--- src/rtl/accfifo_swap_ctrl.sv ---
// accfifo_swap_ctrl
//   Swap and drain controller for the double-buffered accumulation FIFO pair
//   of one PE column. It counts the words the PE writes into the compute FIFO
//   for each tile. At tile completion it flips which_fifo_to_compute, but only
//   once the previous shadow FIFO has been fully drained; until then it stalls
//   the PE. The shadow FIFO is streamed to the global buffer through a
//   one-entry valid/ready output register.
//
//   Optional build macro: ACCFIFO_CTRL_PERF_EN adds the stall_cycles counter port.
//
// Ports
//   clk, rst_n             clock (rising edge), async active-low reset
//   tile_done              one-cycle pulse: last accumulation of the tile issued
//   compute_fifo_write     write strobe into the compute FIFO (observed only)
//   compute_stall          PE must not write or pulse tile_done while high
//   which_fifo_to_compute  compute FIFO select (0: FIFO0 computes)
//   shadow_fifo_read       pop strobe to the shadow FIFO (combinational)
//   shadow_fifo_empty      shadow FIFO empty flag
//   shadow_fifo_data_out   shadow FIFO head word (show-ahead)
//   gb_valid/gb_data/gb_last/gb_ready  output stream to the global buffer
//   drain_busy             words still owed to the global buffer
//   protocol_err           sticky: overflow write, or write/tile_done while stalled
//   stall_cycles           (perf build only) saturating count of stalled cycles
//
// States
//   RUN  | PE computes freely; tile_done swaps at once if the drain is idle
//   PEND | tile finished while draining; PE stalled until the drain is idle
module accfifo_swap_ctrl #(
    parameter int NB_DATA      = 32,
    parameter int OUTPUT_WIDTH = 24,
    parameter int CNT_W        = $clog2(NB_DATA + 1)
) (
    input  logic                    clk,
    input  logic                    rst_n,
    input  logic                    tile_done,
    input  logic                    compute_fifo_write,
    output logic                    compute_stall,
    output logic                    which_fifo_to_compute,
    output logic                    shadow_fifo_read,
    input  logic                    shadow_fifo_empty,
    input  logic [OUTPUT_WIDTH-1:0] shadow_fifo_data_out,
    output logic                    gb_valid,
    output logic [OUTPUT_WIDTH-1:0] gb_data,
    output logic                    gb_last,
    input  logic                    gb_ready,
    output logic                    drain_busy,
    output logic                    protocol_err
`ifdef ACCFIFO_CTRL_PERF_EN
    ,
    output logic [31:0]             stall_cycles
`endif
);

    localparam logic [CNT_W-1:0] CNT_FULL = CNT_W'(NB_DATA);
    localparam logic [CNT_W-1:0] CNT_ONE  = CNT_W'(1);

    typedef enum logic {
        ST_RUN  = 1'b0,
        ST_PEND = 1'b1
    } state_t;

    state_t           state, state_nxt;
    logic [CNT_W-1:0] wr_cnt;
    logic [CNT_W-1:0] wr_cnt_inc;
    logic [CNT_W-1:0] pend_cnt;
    logic [CNT_W-1:0] swap_cnt;
    logic [CNT_W-1:0] drain_remaining;
    logic             swap;
    logic             freeze;
    logic             pop;
    logic             handshake;
    logic             err_set;

    // Saturating count including a write in the current cycle.
    assign wr_cnt_inc = (compute_fifo_write && (wr_cnt != CNT_FULL)) ? wr_cnt + CNT_ONE : wr_cnt;

    assign drain_busy    = (drain_remaining != '0) || gb_valid;
    assign compute_stall = (state == ST_PEND);

    // A pending swap uses the count frozen at tile_done, not the live counter.
    assign swap_cnt = (state == ST_RUN) ? wr_cnt_inc : pend_cnt;

    assign pop              = (drain_remaining != '0) && !shadow_fifo_empty && (!gb_valid || gb_ready);
    assign shadow_fifo_read = pop;
    assign handshake        = gb_valid && gb_ready;

    assign err_set = (compute_fifo_write && (wr_cnt == CNT_FULL))
                   || (compute_stall && (compute_fifo_write || tile_done));

    always_ff @(posedge clk or negedge rst_n) begin
        if (!rst_n) begin
            state <= ST_RUN;
        end else begin
            state <= state_nxt;
        end
    end

    // tile_done is only acted on in RUN; in PEND it is a protocol error and ignored.
    always_comb begin
        state_nxt = state;
        swap      = 1'b0;
        freeze    = 1'b0;
        case (state)
            ST_RUN: begin
                if (tile_done) begin
                    if (!drain_busy) begin
                        swap = 1'b1;
                    end else begin
                        freeze    = 1'b1;
                        state_nxt = ST_PEND;
                    end
                end
            end
            ST_PEND: begin
                if (!drain_busy) begin
                    swap      = 1'b1;
                    state_nxt = ST_RUN;
                end
            end
            default: state_nxt = ST_RUN;
        endcase
    end

    // The finished tile's count moves to pend_cnt on freeze, so wr_cnt restarts
    // there; illegal writes made while stalled keep accumulating in wr_cnt.
    always_ff @(posedge clk or negedge rst_n) begin
        if (!rst_n) begin
            wr_cnt   <= '0;
            pend_cnt <= '0;
        end else begin
            if ((swap && (state == ST_RUN)) || freeze) begin
                wr_cnt <= '0;
            end else begin
                wr_cnt <= wr_cnt_inc;
            end
            if (freeze) begin
                pend_cnt <= wr_cnt_inc;
            end
        end
    end

    always_ff @(posedge clk or negedge rst_n) begin
        if (!rst_n) begin
            which_fifo_to_compute <= 1'b0;
        end else if (swap) begin
            which_fifo_to_compute <= ~which_fifo_to_compute;
        end
    end

    always_ff @(posedge clk or negedge rst_n) begin
        if (!rst_n) begin
            protocol_err <= 1'b0;
        end else if (err_set) begin
            protocol_err <= 1'b1;
        end
    end

    // Swap requires drain_remaining==0, so load and decrement never collide.
    always_ff @(posedge clk or negedge rst_n) begin
        if (!rst_n) begin
            drain_remaining <= '0;
        end else if (swap) begin
            drain_remaining <= swap_cnt;
        end else if (pop) begin
            drain_remaining <= drain_remaining - CNT_ONE;
        end
    end

    always_ff @(posedge clk or negedge rst_n) begin
        if (!rst_n) begin
            gb_valid <= 1'b0;
            gb_data  <= '0;
            gb_last  <= 1'b0;
        end else if (pop) begin
            gb_valid <= 1'b1;
            gb_data  <= shadow_fifo_data_out;
            gb_last  <= (drain_remaining == CNT_ONE);
        end else if (handshake) begin
            gb_valid <= 1'b0;
            gb_last  <= 1'b0;
        end
    end

`ifdef ACCFIFO_CTRL_PERF_EN
    always_ff @(posedge clk or negedge rst_n) begin
        if (!rst_n) begin
            stall_cycles <= '0;
        end else if (compute_stall && (stall_cycles != 32'hFFFF_FFFF)) begin
            stall_cycles <= stall_cycles + 32'd1;
        end
    end
`endif

endmodule

--- config.mk ---
export PLATFORM = sky130hd
export DESIGN_NAME = accfifo_swap_ctrl
export DESIGN_NICKNAME = d
export VERILOG_FILES = /design/src/rtl/accfifo_swap_ctrl.sv
export SDC_FILE = /design/constraint.sdc
export NUM_CORES = 1
export LEC_CHECK = 0
export CAP_MARGIN = 5
export CORE_MARGIN = 1.5
export CORE_UTILIZATION = 45
export CTS_CLUSTER_SIZE = 28
export DETAILED_ROUTE_END_ITERATION = 12
export GPL_ROUTABILITY_DRIVEN = 0
export PLACE_DENSITY = 0.75
export SYNTH_ARGS = -nofsm -noshare
export SYNTH_HDL_FRONTEND = slang
export SYNTH_SLANG_ARGS = --single-unit
--- constraint.sdc ---
create_clock -name clk -period 3.3 [get_ports clk]
set_clock_uncertainty 0.1 [all_clocks]
set_input_delay 0.66 -clock clk [delete_from_list [all_inputs] [get_ports clk]]
set_output_delay 0.66 -clock clk [all_outputs]
set_load 0.005 [all_outputs]
# Yosys cells after proc, flatten, opt, wreduce, memory -nomap -nowiden
# Cells that the tools add are included.
[op_classes]
muxes = 15
order_cmp = 0
n_mul = 0
n_addsub = 2
bitwise = 2
shift = 0
n_eq_ne = 3
div = 0
n_reduce_logical = 17
[op_table]
columns = ["op", "n"]
rows = [
  ["6-bit two-way mux", 5],
  ["1-bit two-way mux", 8],
  ["1-bit logical AND", 7],
  ["6-bit by 1-bit adder with 6-bit output (second input constant)", 1],
  ["6-bit by 1-bit == test with 1-bit output (second input constant)", 1],
  ["6-bit == test (second input constant)", 1],
  ["6-bit != test (second input constant)", 1],
  ["6-bit nonzero test", 1],
  ["6-bit by 1-bit subtractor with 6-bit output (second input constant)", 1],
  ["1-bit logical OR", 5],
  ["1-bit case mux with 2 select lines", 2],
  ["2-bit nonzero test", 2],
  ["1-bit logical NOT", 2],
  ["1-bit inverter", 2],
]
[word_totals]
output_inout_bits = 31
latchBits = 0
ramBits = 0
mem_bits_ro = 0
n_memories = 0
in_bits = 30
register_bits = 47

# Longest topological paths before layout
# Gate-level depths: netlist (run 1).
[logic_depth]
word_depth = 8
mapped_depth = 7

# Worst setup path before layout (run 1)
# Ideal clock, no wire load.
[synth_timing]
kind = "input port to output port"
start = "input gb_ready"
end = "output shadow_fifo_read"
required_ns = 2.540
slack_ns = 0.889
cell_stages = 3
arrival_ns = 1.651
path_cell_list = "and2b_2 > a211oi_2 > buf_2"
[synth_via]
elab_chain_len = 2
[synth_rtl]
columns = ["item", "line", "rtl"]
rows = [
  ["start: declaration", "45", "input logic gb_ready,"],
  ["1-bit logical OR", "83", "assign pop = (drain_remaining != '0) && !shadow_fifo_empty && (!gb_valid || gb_ready);"],
  ["1-bit logical AND", "83", ""],
  ["end: declaration", "39", "output logic shadow_fifo_read,"],
]
# No other way between the ends.

# Final worst setup path (run 1)
[layout_timing]
start = "register drain_remaining[2]"
end = "output drain_busy"
[layout_via]
elab_chain_len = 2
[layout_rtl]
columns = ["item", "line", "rtl"]
rows = [
  ["start: declaration", "67", "logic [CNT_W-1:0] drain_remaining;"],
  ["start signal: assignment", "163", "drain_remaining <= swap_cnt;"],
  ["start signal: assignment", "165", "drain_remaining <= drain_remaining - CNT_ONE;"],
  ["6-bit nonzero test", "77", "assign drain_busy = (drain_remaining != '0) || gb_valid;"],
  ["1-bit logical OR", "77", ""],
  ["end: declaration", "46", "output logic drain_busy,"],
]
# No other way between the ends.

==> flow_metrics.env, run 1 <==
export IMPL_cts_resized=0
export IMPL_initial_utilization_pct=46.9
export IMPL_arrival_ps=2280
export IMPL_hp_class="reg -> reg"
export IMPL_synth_warning_count=0
export IMPL_die_x_um=73.4
export IMPL_vias_per_cell=5.09
export IMPL_r2r_slack_ps=1080
export IMPL_synth_top_area_share_pct=52.7
export IMPL_ys_types=45
export IMPL_reg2reg_from="drain_remaining[2]"
export IMPL_route_vias_total=1598
export IMPL_synthesis_area_mm2=0.00223
export IMPL_clk_latency_ps=290
export IMPL_drtIter0Drc=63
export IMPL_synth_commonest_cells="dfrtp_1 (47), mux2_2 (26), nor2_1 (18)"
export IMPL_synth_edff_count=0
export IMPL_worst_slew_pin_slew_ps=1040
export IMPL_placed_area_mm2=0.00286
export IMPL_ir_drop_mv=0.405
export IMPL_synth_area_top_cells="dfrtp_1 (53%), mux2_2 (13%), nor2_1 (3.0%)"
export IMPL_p_per_area_mw_per_mm2=673
export IMPL_rr_worst_depth=5
export IMPL_cts_tree="done"
export IMPL_drv_slew=0
export IMPL_drive_gt1_share_pct=19.8
export IMPL_seq_area_frac_synth_pct=52.7
export IMPL_critPathCapture="drain_busy"
export IMPL_core_mm2=0.00475
export IMPL_die_h_um=73.4
export IMPL_drcViolationCount=0
export IMPL_reg2reg_to="drain_remaining[1]"
export IMPL_timing_final_crit_share_pct=92.2
export IMPL_hold_violations=0
export IMPL_portBuffers=60
export IMPL_async_reset_ff_share_pct=100
export IMPL_ant_nets=0
export IMPL_cp_required_ps=2540
export IMPL_leakage_nw=1.22
export IMPL_grt_pass1_wl_mm=7.48
export IMPL_dr_pass1_iters=4
export IMPL_rows=25
export IMPL_grt_pass1_vias=1558
export IMPL_synth_flop_cell="dfrtp_1"
export IMPL_timing_fmax_mhz=329
export IMPL_ctsHoldBuffers=0
export IMPL_cp_end_kind="primary output"
export IMPL_overflow=0
export IMPL_crit_start="drain_remaining[2]"
export IMPL_relSlewSlack_pct=30.5
export IMPL_synth_cells=188
export IMPL_post_route_cell_area_mm2=0.00298
export IMPL_diodes=0
export IMPL_rsz0062_at_grt="no"
export IMPL_syn_area_per_cell_um2=11.9
export IMPL_die_area_mm2=0.00539
export IMPL_yosys_register_bits=47
export IMPL_clockBufferDepth=2
export IMPL_post_route_min_period_ps=3040
export IMPL_status="finished, final reports clean"
export IMPL_wl_per_cell_um=14.7
export IMPL_wl_mm=4.60
export IMPL_track_usage_pct=18.3
export IMPL_synth_top_area_cell="dfrtp_1"
export IMPL_htreeDepth=2
export IMPL_cts_buffers=5
export IMPL_fin_nets=281
export IMPL_nFillCells=412
export IMPL_crit_fanout=8
export IMPL_dp_hpwl_mm=3.30
export IMPL_cp_start_kind="flop"
export IMPL_cts_sinks=47
export IMPL_grt_antenna_before_repair=0
export IMPL_hp_start="which_fifo_to_compute"
export IMPL_cts_root_buffer="clkbuf_8"
export IMPL_post_cts_buffers=0
export IMPL_io_pins=61
export IMPL_grt_max_degree=48
export IMPL_drv_cap=0
export IMPL_synth_nets=223
export IMPL_setup_viol=0
export IMPL_clkTransAtPathRegs_ps=90
export IMPL_path_class="reg -> out"
export IMPL_final_setup_tns_ps=0
export IMPL_synth_most_common_cell="dfrtp_1"
export IMPL_area_growth_pct=33.4
[report_power, final]
group / switching [W] / internal, W
Combinational: 0.000298 / 0.000377
Sequential: 0.000150 / 0.000751
Clock: 0.000198 / 0.000228
[placed cells by master, fill, tap and decap left out, types with 2 or more instances in the layout]
cell type / Yosys / final
clkdlybuf4s50_1: 0 / 59
dfrtp_1: 47 / 47
mux2_2: 26 / 26
nor2_1: 18 / 18
inv_1: 9 / 9
nand2_1: 8 / 8
a21oi_1: 7 / 7
o21ai_0: 6 / 6
xnor2_1: 5 / 5
ha_1: 5 / 5
clkbuf_8: 0 / 5
nand4_1: 3 / 3
xor2_1: 3 / 3
nor3_1: 3 / 3
mux2i_1: 3 / 3
o2111ai_1: 3 / 3
or3_1: 3 / 3
and2b_2: 2 / 2
or3_2: 2 / 2
[through the flow]
stage	total power, W	cells	hold slack, ps	utilization [%]	setup WS, ps
after global placement	0.00156	306	358	60.2	320
after global routing	0.00216	314	415	62.6	133
final	0.00200	314	381	62.6	259
after detailed placement	0.00159	306	365	60.2	321
after CTS	0.00203	314	384	62.6	251
after floorplan	0.00132	188	264	-	889
[registers in the layout (all words and copies together), names as in the netlist]
| signal | cells |
|---|---|
| gb_last | 1 |
| wr_cnt | 6 |
| gb_data | 24 |
| drain_remaining | 6 |
| protocol_err | 1 |
| compute_stall | 1 |
| gb_valid | 1 |
| pend_cnt | 6 |
| which_fifo_to_compute | 1 |
[how the worst min path moves through the flow]
| stage | to | depth (start not counted) |
|---|---|---|
| finish | which_fifo_to_compute | 1 |
| floorplan | compute_stall | 0 |
| global placement | protocol_err | 1 |
| CTS | which_fifo_to_compute | 1 |
| global route | protocol_err | 1 |
| detailed placement | protocol_err | 1 |
[critical path, stage by stage, from the launching register on]
cell and delay, ps:
dfrtp_1 460, or4_4 610, nor3_2 250, inv_1 180, clkdlybuf4s50_1 480
[per-layer routing]
metal	vias up	wire length, um	global-route usage (%)
met2	45	2310	29.6
met3	6	186	4.66
met1	766	2020	23.8
met5	-	0	0
li1	781	-	-
met4	0	86	6.38
[kinds of logic after synthesis]
logic type | after synthesis | share of synthesized area (%)
adder cells (fa/ha/maj) | 5 | 2.80
AO/OA/AOI/OAI | 30 | 10.4
flip-flops | 47 | 52.7
XOR/XNOR | 8 | 3.14
AND/OR/NAND/NOR | 50 | 12.1
buffers and inverters | 19 | 4.37
multiplexers | 29 | 14.5
[layout make-up]
cell class                 count  area, um2  share of cell area, %
clock buffer                   5       68.8                   2.31
multi-input combinational    122        965                   32.4
tap                           67       83.8                   2.82
timing repair buffer          61        603                   20.3
sequential                    47       1180                   39.5
clock inverter                 3       46.3                   1.56
inverter                       9       33.8                   1.13
(Power assumes the default switching activity.)
==> inputs of run 2 (changes only) <==
- CORE_MARGIN: 1.5 -> 2
- MAX_ROUTING_LAYER: default -> met4
==> flow_metrics.env, run 2 (synthesis gave the netlist of run 1 again) <==
export IMPL_status="finished, final reports clean"
export IMPL_hp_class="reg -> reg"
export IMPL_max_stage_delay_ps=610
export IMPL_drtIter0Drc=109
export IMPL_r2r_slack_ps=1030
export IMPL_portBuffers=60
export IMPL_relSlewSlack_pct=31.5
export IMPL_drive_gt1_share_pct=19.8
export IMPL_die_h_um=74.4
export IMPL_cp_start_kind="flop"
export IMPL_wl_mm=4.53
export IMPL_die_x_um=74.4
export IMPL_area_growth_pct=33.5
export IMPL_ir_drop_mv=0.348
export IMPL_clockBufferDepth=2
export IMPL_final_setup_tns_ps=0
export IMPL_drv_cap=0
export IMPL_hold_violations=0
export IMPL_post_cts_buffers=0
export IMPL_vias_per_cell=5.06
export IMPL_dp_hpwl_mm=3.32
export IMPL_cts_buffers=5
export IMPL_track_usage_pct=18.3
export IMPL_die_area_mm2=0.00554
export IMPL_timing_fmax_mhz=327
export IMPL_overflow=0
export IMPL_top_register="gb_data"
export IMPL_path_cells="or4_4 > nor3_2 > inv_1 > clkdlybuf4s50_1"
export IMPL_crit_fanout=8
export IMPL_drv_slew=0
export IMPL_largest_reg_flops=24
export IMPL_arrival_ps=2300
export IMPL_setup_viol=0
export IMPL_clk_latency_ps=290
export IMPL_cp_required_ps=2540
export IMPL_diodes=0
export IMPL_io_pins=61
export IMPL_wl_per_cell_um=14.4
export IMPL_post_route_min_period_ps=3060
export IMPL_grt_pass1_vias=1483
export IMPL_htreeDepth=2
export IMPL_nFillCells=428
export IMPL_cts_root_buffer="clkbuf_8"
export IMPL_rows=25
export IMPL_rr_worst_depth=5
export IMPL_cts_resized=0
export IMPL_reg2reg_to="drain_remaining[4]"
export IMPL_grt_antenna_before_repair=0
export IMPL_power_w=0.00201
export IMPL_hold_path_end="which_fifo_to_compute"
export IMPL_whs_path_depth=1
export IMPL_reg2reg_from="drain_remaining[2]"
export IMPL_p_per_area_mw_per_mm2=675
export IMPL_leakage_nw=1.22
export IMPL_cts_tree="done"
export IMPL_core_mm2=0.00475
export IMPL_final_common_cell="clkdlybuf4s50_1"
export IMPL_mostFrequentLayoutCells="clkdlybuf4s50_1 (59), dfrtp_1 (47), mux2_2 (26)"
export IMPL_dr_pass1_iters=6
export IMPL_path_class="reg -> out"
export IMPL_hp_start="which_fifo_to_compute"
export IMPL_worst_slew_pin_slew_ps=1030
export IMPL_initial_utilization_pct=46.9
export IMPL_grt_pass1_wl_mm=7.38
export IMPL_cp_end_kind="primary output"
export IMPL_cts_sinks=47
export IMPL_timing_final_crit_share_pct=92.6
export IMPL_route_vias_total=1589
export IMPL_crit_slowest_cell="or4_4"
export IMPL_fin_nets=281
export IMPL_drcViolationCount=0
export IMPL_clkTransAtPathRegs_ps=90
export IMPL_ant_nets=0
export IMPL_ctsHoldBuffers=0
export IMPL_rsz0062_at_grt="no"
export IMPL_grt_max_degree=48
run 2: how the worst max path moves through the flow:
stage                                   from               end  slack [ps]  cells after the start
after floorplan                     gb_ready  shadow_fifo_read         890                      3
after global placement              gb_ready  shadow_fifo_read         330                      4
after detailed placement            gb_ready  shadow_fifo_read         340                      4
after CTS                 drain_remaining[2]        drain_busy         250                      4
after global routing      drain_remaining[2]        drain_busy         150                      4
final                     drain_remaining[2]        drain_busy         240                      4
run 2: per-stage QoR:
step           setup WS, ps  std cells  utilization, %  hold slack (ps)  cell area [um2]
4_1_cts                 248        314            62.7              384             2980
3_5_place_dp            335        306            60.2              369             2860
3_3_place_gp            326        306            60.2              365             2860
6_report                245        314            62.7              378             2980
5_1_grt                 147        314            62.7              420             2980
2_1_floorplan           889        188               -              264             2230
run 2: power by group:
group          leakage (nW)  internal (W)  switching [W]
logic                 0.610      0.000378       0.000296
registers             0.551      0.000751       0.000154
clock network        0.0612      0.000245       0.000186
run 2: layout make-up:
class	instances	area, um2	area share (%)
tap	67	83.8	2.81
inverter	9	33.8	1.13
sequential	47	1180	39.5
timing repair buffer	61	603	20.2
clock buffer	6	82.6	2.77
multi-input combinational	122	965	32.4
clock inverter	2	35.0	1.18
run 2: critical path: cells and delay by family (launching register included):
family	cells	cell delay, ps
flip-flops	1	460
AND/OR/NAND/NOR	2	860
buffers and inverters	2	680
run 2: per-layer routing:
layer | GRT usage (%) | part of all wire (%)
met1 | 25.2 | 45
met2 | 27.2 | 51
met3 | 3.25 | 2.7
met4 | 6.55 | 2.0
met5 | - | 0
==> inputs of run 3 (changes only) <==
- ABC_AREA: default -> 1
- CAP_MARGIN: 5 -> 15
- CORE_UTILIZATION: 45 -> 52
- PLACE_DENSITY: 0.75 -> 0.85
==> flow_metrics.env, run 3 <==
export IMPL_overflow=0
export IMPL_grt_max_degree=48
export IMPL_wl_per_cell_um=13.0
export IMPL_final_common_cell="nand2_1"
export IMPL_synth_top_area_share_pct=52.3
export IMPL_post_route_min_period_ps=2680
export IMPL_ctsHoldBuffers=0
export IMPL_p_per_area_mw_per_mm2=558
export IMPL_relSlewSlack_pct=31.3
export IMPL_portBuffers=60
export IMPL_post_cts_buffers=0
export IMPL_die_h_um=69.8
export IMPL_leakage_nw=1.47
export IMPL_worst_slew_pin_slew_ps=1030
export IMPL_synth_nets=312
export IMPL_whs_path_depth=1
export IMPL_reg2reg_to="drain_remaining[5]"
export IMPL_timing_fmax_mhz=374
export IMPL_htreeDepth=2
export IMPL_ant_nets=0
export IMPL_seq_area_frac_synth_pct=52.3
export IMPL_ys_types=25
export IMPL_area_growth_pct=33.3
export IMPL_synthesis_area_mm2=0.00225
export IMPL_die_x_um=69.8
export IMPL_rows=23
export IMPL_grt_antenna_before_repair=0
export IMPL_clk_latency_ps=310
export IMPL_critPathCapture="shadow_fifo_read"
export IMPL_rsz0062_at_grt="no"
export IMPL_async_reset_ff_share_pct=100
export IMPL_cts_resized=0
export IMPL_status="finished, final reports clean"
export IMPL_mostFrequentLayoutCells="nand2_1 (123), clkdlybuf4s50_1 (59), dfrtp_1 (47)"
export IMPL_wl_mm=5.09
export IMPL_drv_cap=0
export IMPL_fin_nets=374
export IMPL_yosys_register_bits=47
export IMPL_grt_pass1_vias=1878
export IMPL_reg2reg_from="drain_remaining[0]"
export IMPL_cts_sinks=47
export IMPL_path_class="in -> out"
export IMPL_core_mm2=0.00409
export IMPL_track_usage_pct=22.6
export IMPL_ir_drop_mv=0.276
export IMPL_setup_viol=0
export IMPL_clkTransAtPathRegs_ps=80
export IMPL_cts_tree="done"
export IMPL_synth_flop_cell="dfrtp_1"
export IMPL_cts_root_buffer="clkbuf_8"
export IMPL_synth_commonest_cells="nand2_1 (123), dfrtp_1 (47), nor2_1 (21)"
export IMPL_syn_area_per_cell_um2=8.12
export IMPL_hold_violations=0
export IMPL_grt_pass1_wl_mm=8.55
export IMPL_cts_buffers=5
export IMPL_dr_pass1_iters=4
export IMPL_drcViolationCount=0
export IMPL_timing_final_crit_share_pct=81.1
export IMPL_synth_area_top_cells="dfrtp_1 (52%), nand2_1 (21%), nor2_1 (3.5%)"
export IMPL_largest_reg_flops=24
export IMPL_drtIter0Drc=108
export IMPL_route_vias_total=1957
export IMPL_crit_fanout=2
export IMPL_power_w=0.00167
export IMPL_hp_class="reg -> reg"
export IMPL_initial_utilization_pct=55.1
export IMPL_synth_cells=277
export IMPL_cp_start_kind="primary input"
export IMPL_cp_required_ps=2540
export IMPL_drive_gt1_share_pct=6.18
export IMPL_die_area_mm2=0.00487
export IMPL_vias_per_cell=5.02
export IMPL_r2r_slack_ps=1380
export IMPL_synth_top_area_cell="dfrtp_1"
export IMPL_dp_hpwl_mm=3.65
export IMPL_final_setup_tns_ps=0
export IMPL_cp_end_kind="primary output"
export IMPL_top_register="gb_data"
export IMPL_io_pins=61
export IMPL_synth_most_common_cell="nand2_1"
export IMPL_synth_warning_count=0
export IMPL_synth_edff_count=0
export IMPL_drv_slew=0
export IMPL_diodes=0
export IMPL_arrival_ps=1920
export IMPL_crit_start="gb_ready"
export IMPL_clockBufferDepth=2
export IMPL_rr_worst_depth=8
## run 3: where the power goes
part	internal [W]	switching, W
logic	0.000229	0.000230
clock network	0.000230	0.000205
registers	0.000681	0.0000983
total	0.00114	0.000533
## run 3: logic make-up after synthesis
group / synth area share [%]
compound gates: 5.62
xor+xnor: 2.73
fa+ha+maj: 2.78
buf+inv: 4.78
flops: 52.3
simple gates: 31.8
## run 3: how the worst min path moves through the flow
stage	start	endpoint	slack, ps
CTS	which_fifo_to_compute	which_fifo_to_compute	380
global placement	protocol_err	protocol_err	350
global route	protocol_err	protocol_err	400
floorplan	rst_n	compute_stall	260
finish	which_fifo_to_compute	which_fifo_to_compute	370
detailed placement	protocol_err	protocol_err	360
## run 3: worst max-delay path, stage by stage
cell	delay, ps
clkdlybuf4s50_1	480
inv_1	40
nand2_1	80
nand3_2	90
inv_2	70
clkdlybuf4s50_1	490
## run 3: layout make-up
type | count | area [um2]
sequential | 47 | 1180
fill | 316 | 1090
multi-input combinational | 205 | 966
timing repair buffer | 62 | 611
clock buffer | 5 | 68.8
inverter | 18 | 67.6
tap | 50 | 62.6
clock inverter | 3 | 47.5
## run 3: metal layers
metal | track usage [%] | routed length [um] | up-vias
met5 | - | 0 | -
li1 | - | - | 982
met2 | 35.7 | 2480 | 52
met1 | 28.5 | 2210 | 916
met3 | 6.10 | 300 | 7
met4 | 7.26 | 95 | 0
## run 3: metrics by stage
step / std cells / cell area (um2) / utilization, % / worst slack, ps / hold WS (ps)
global placement: 382 / 2880 / 70.5 / 622 / 350
CTS: 390 / 3000 / 73.4 / 614 / 383
floorplan: 277 / 2250 / - / 1350 / 264
finish: 390 / 3000 / 73.4 / 625 / 375
detailed placement: 382 / 2880 / 70.5 / 631 / 363
global route: 390 / 3000 / 73.4 / 555 / 400
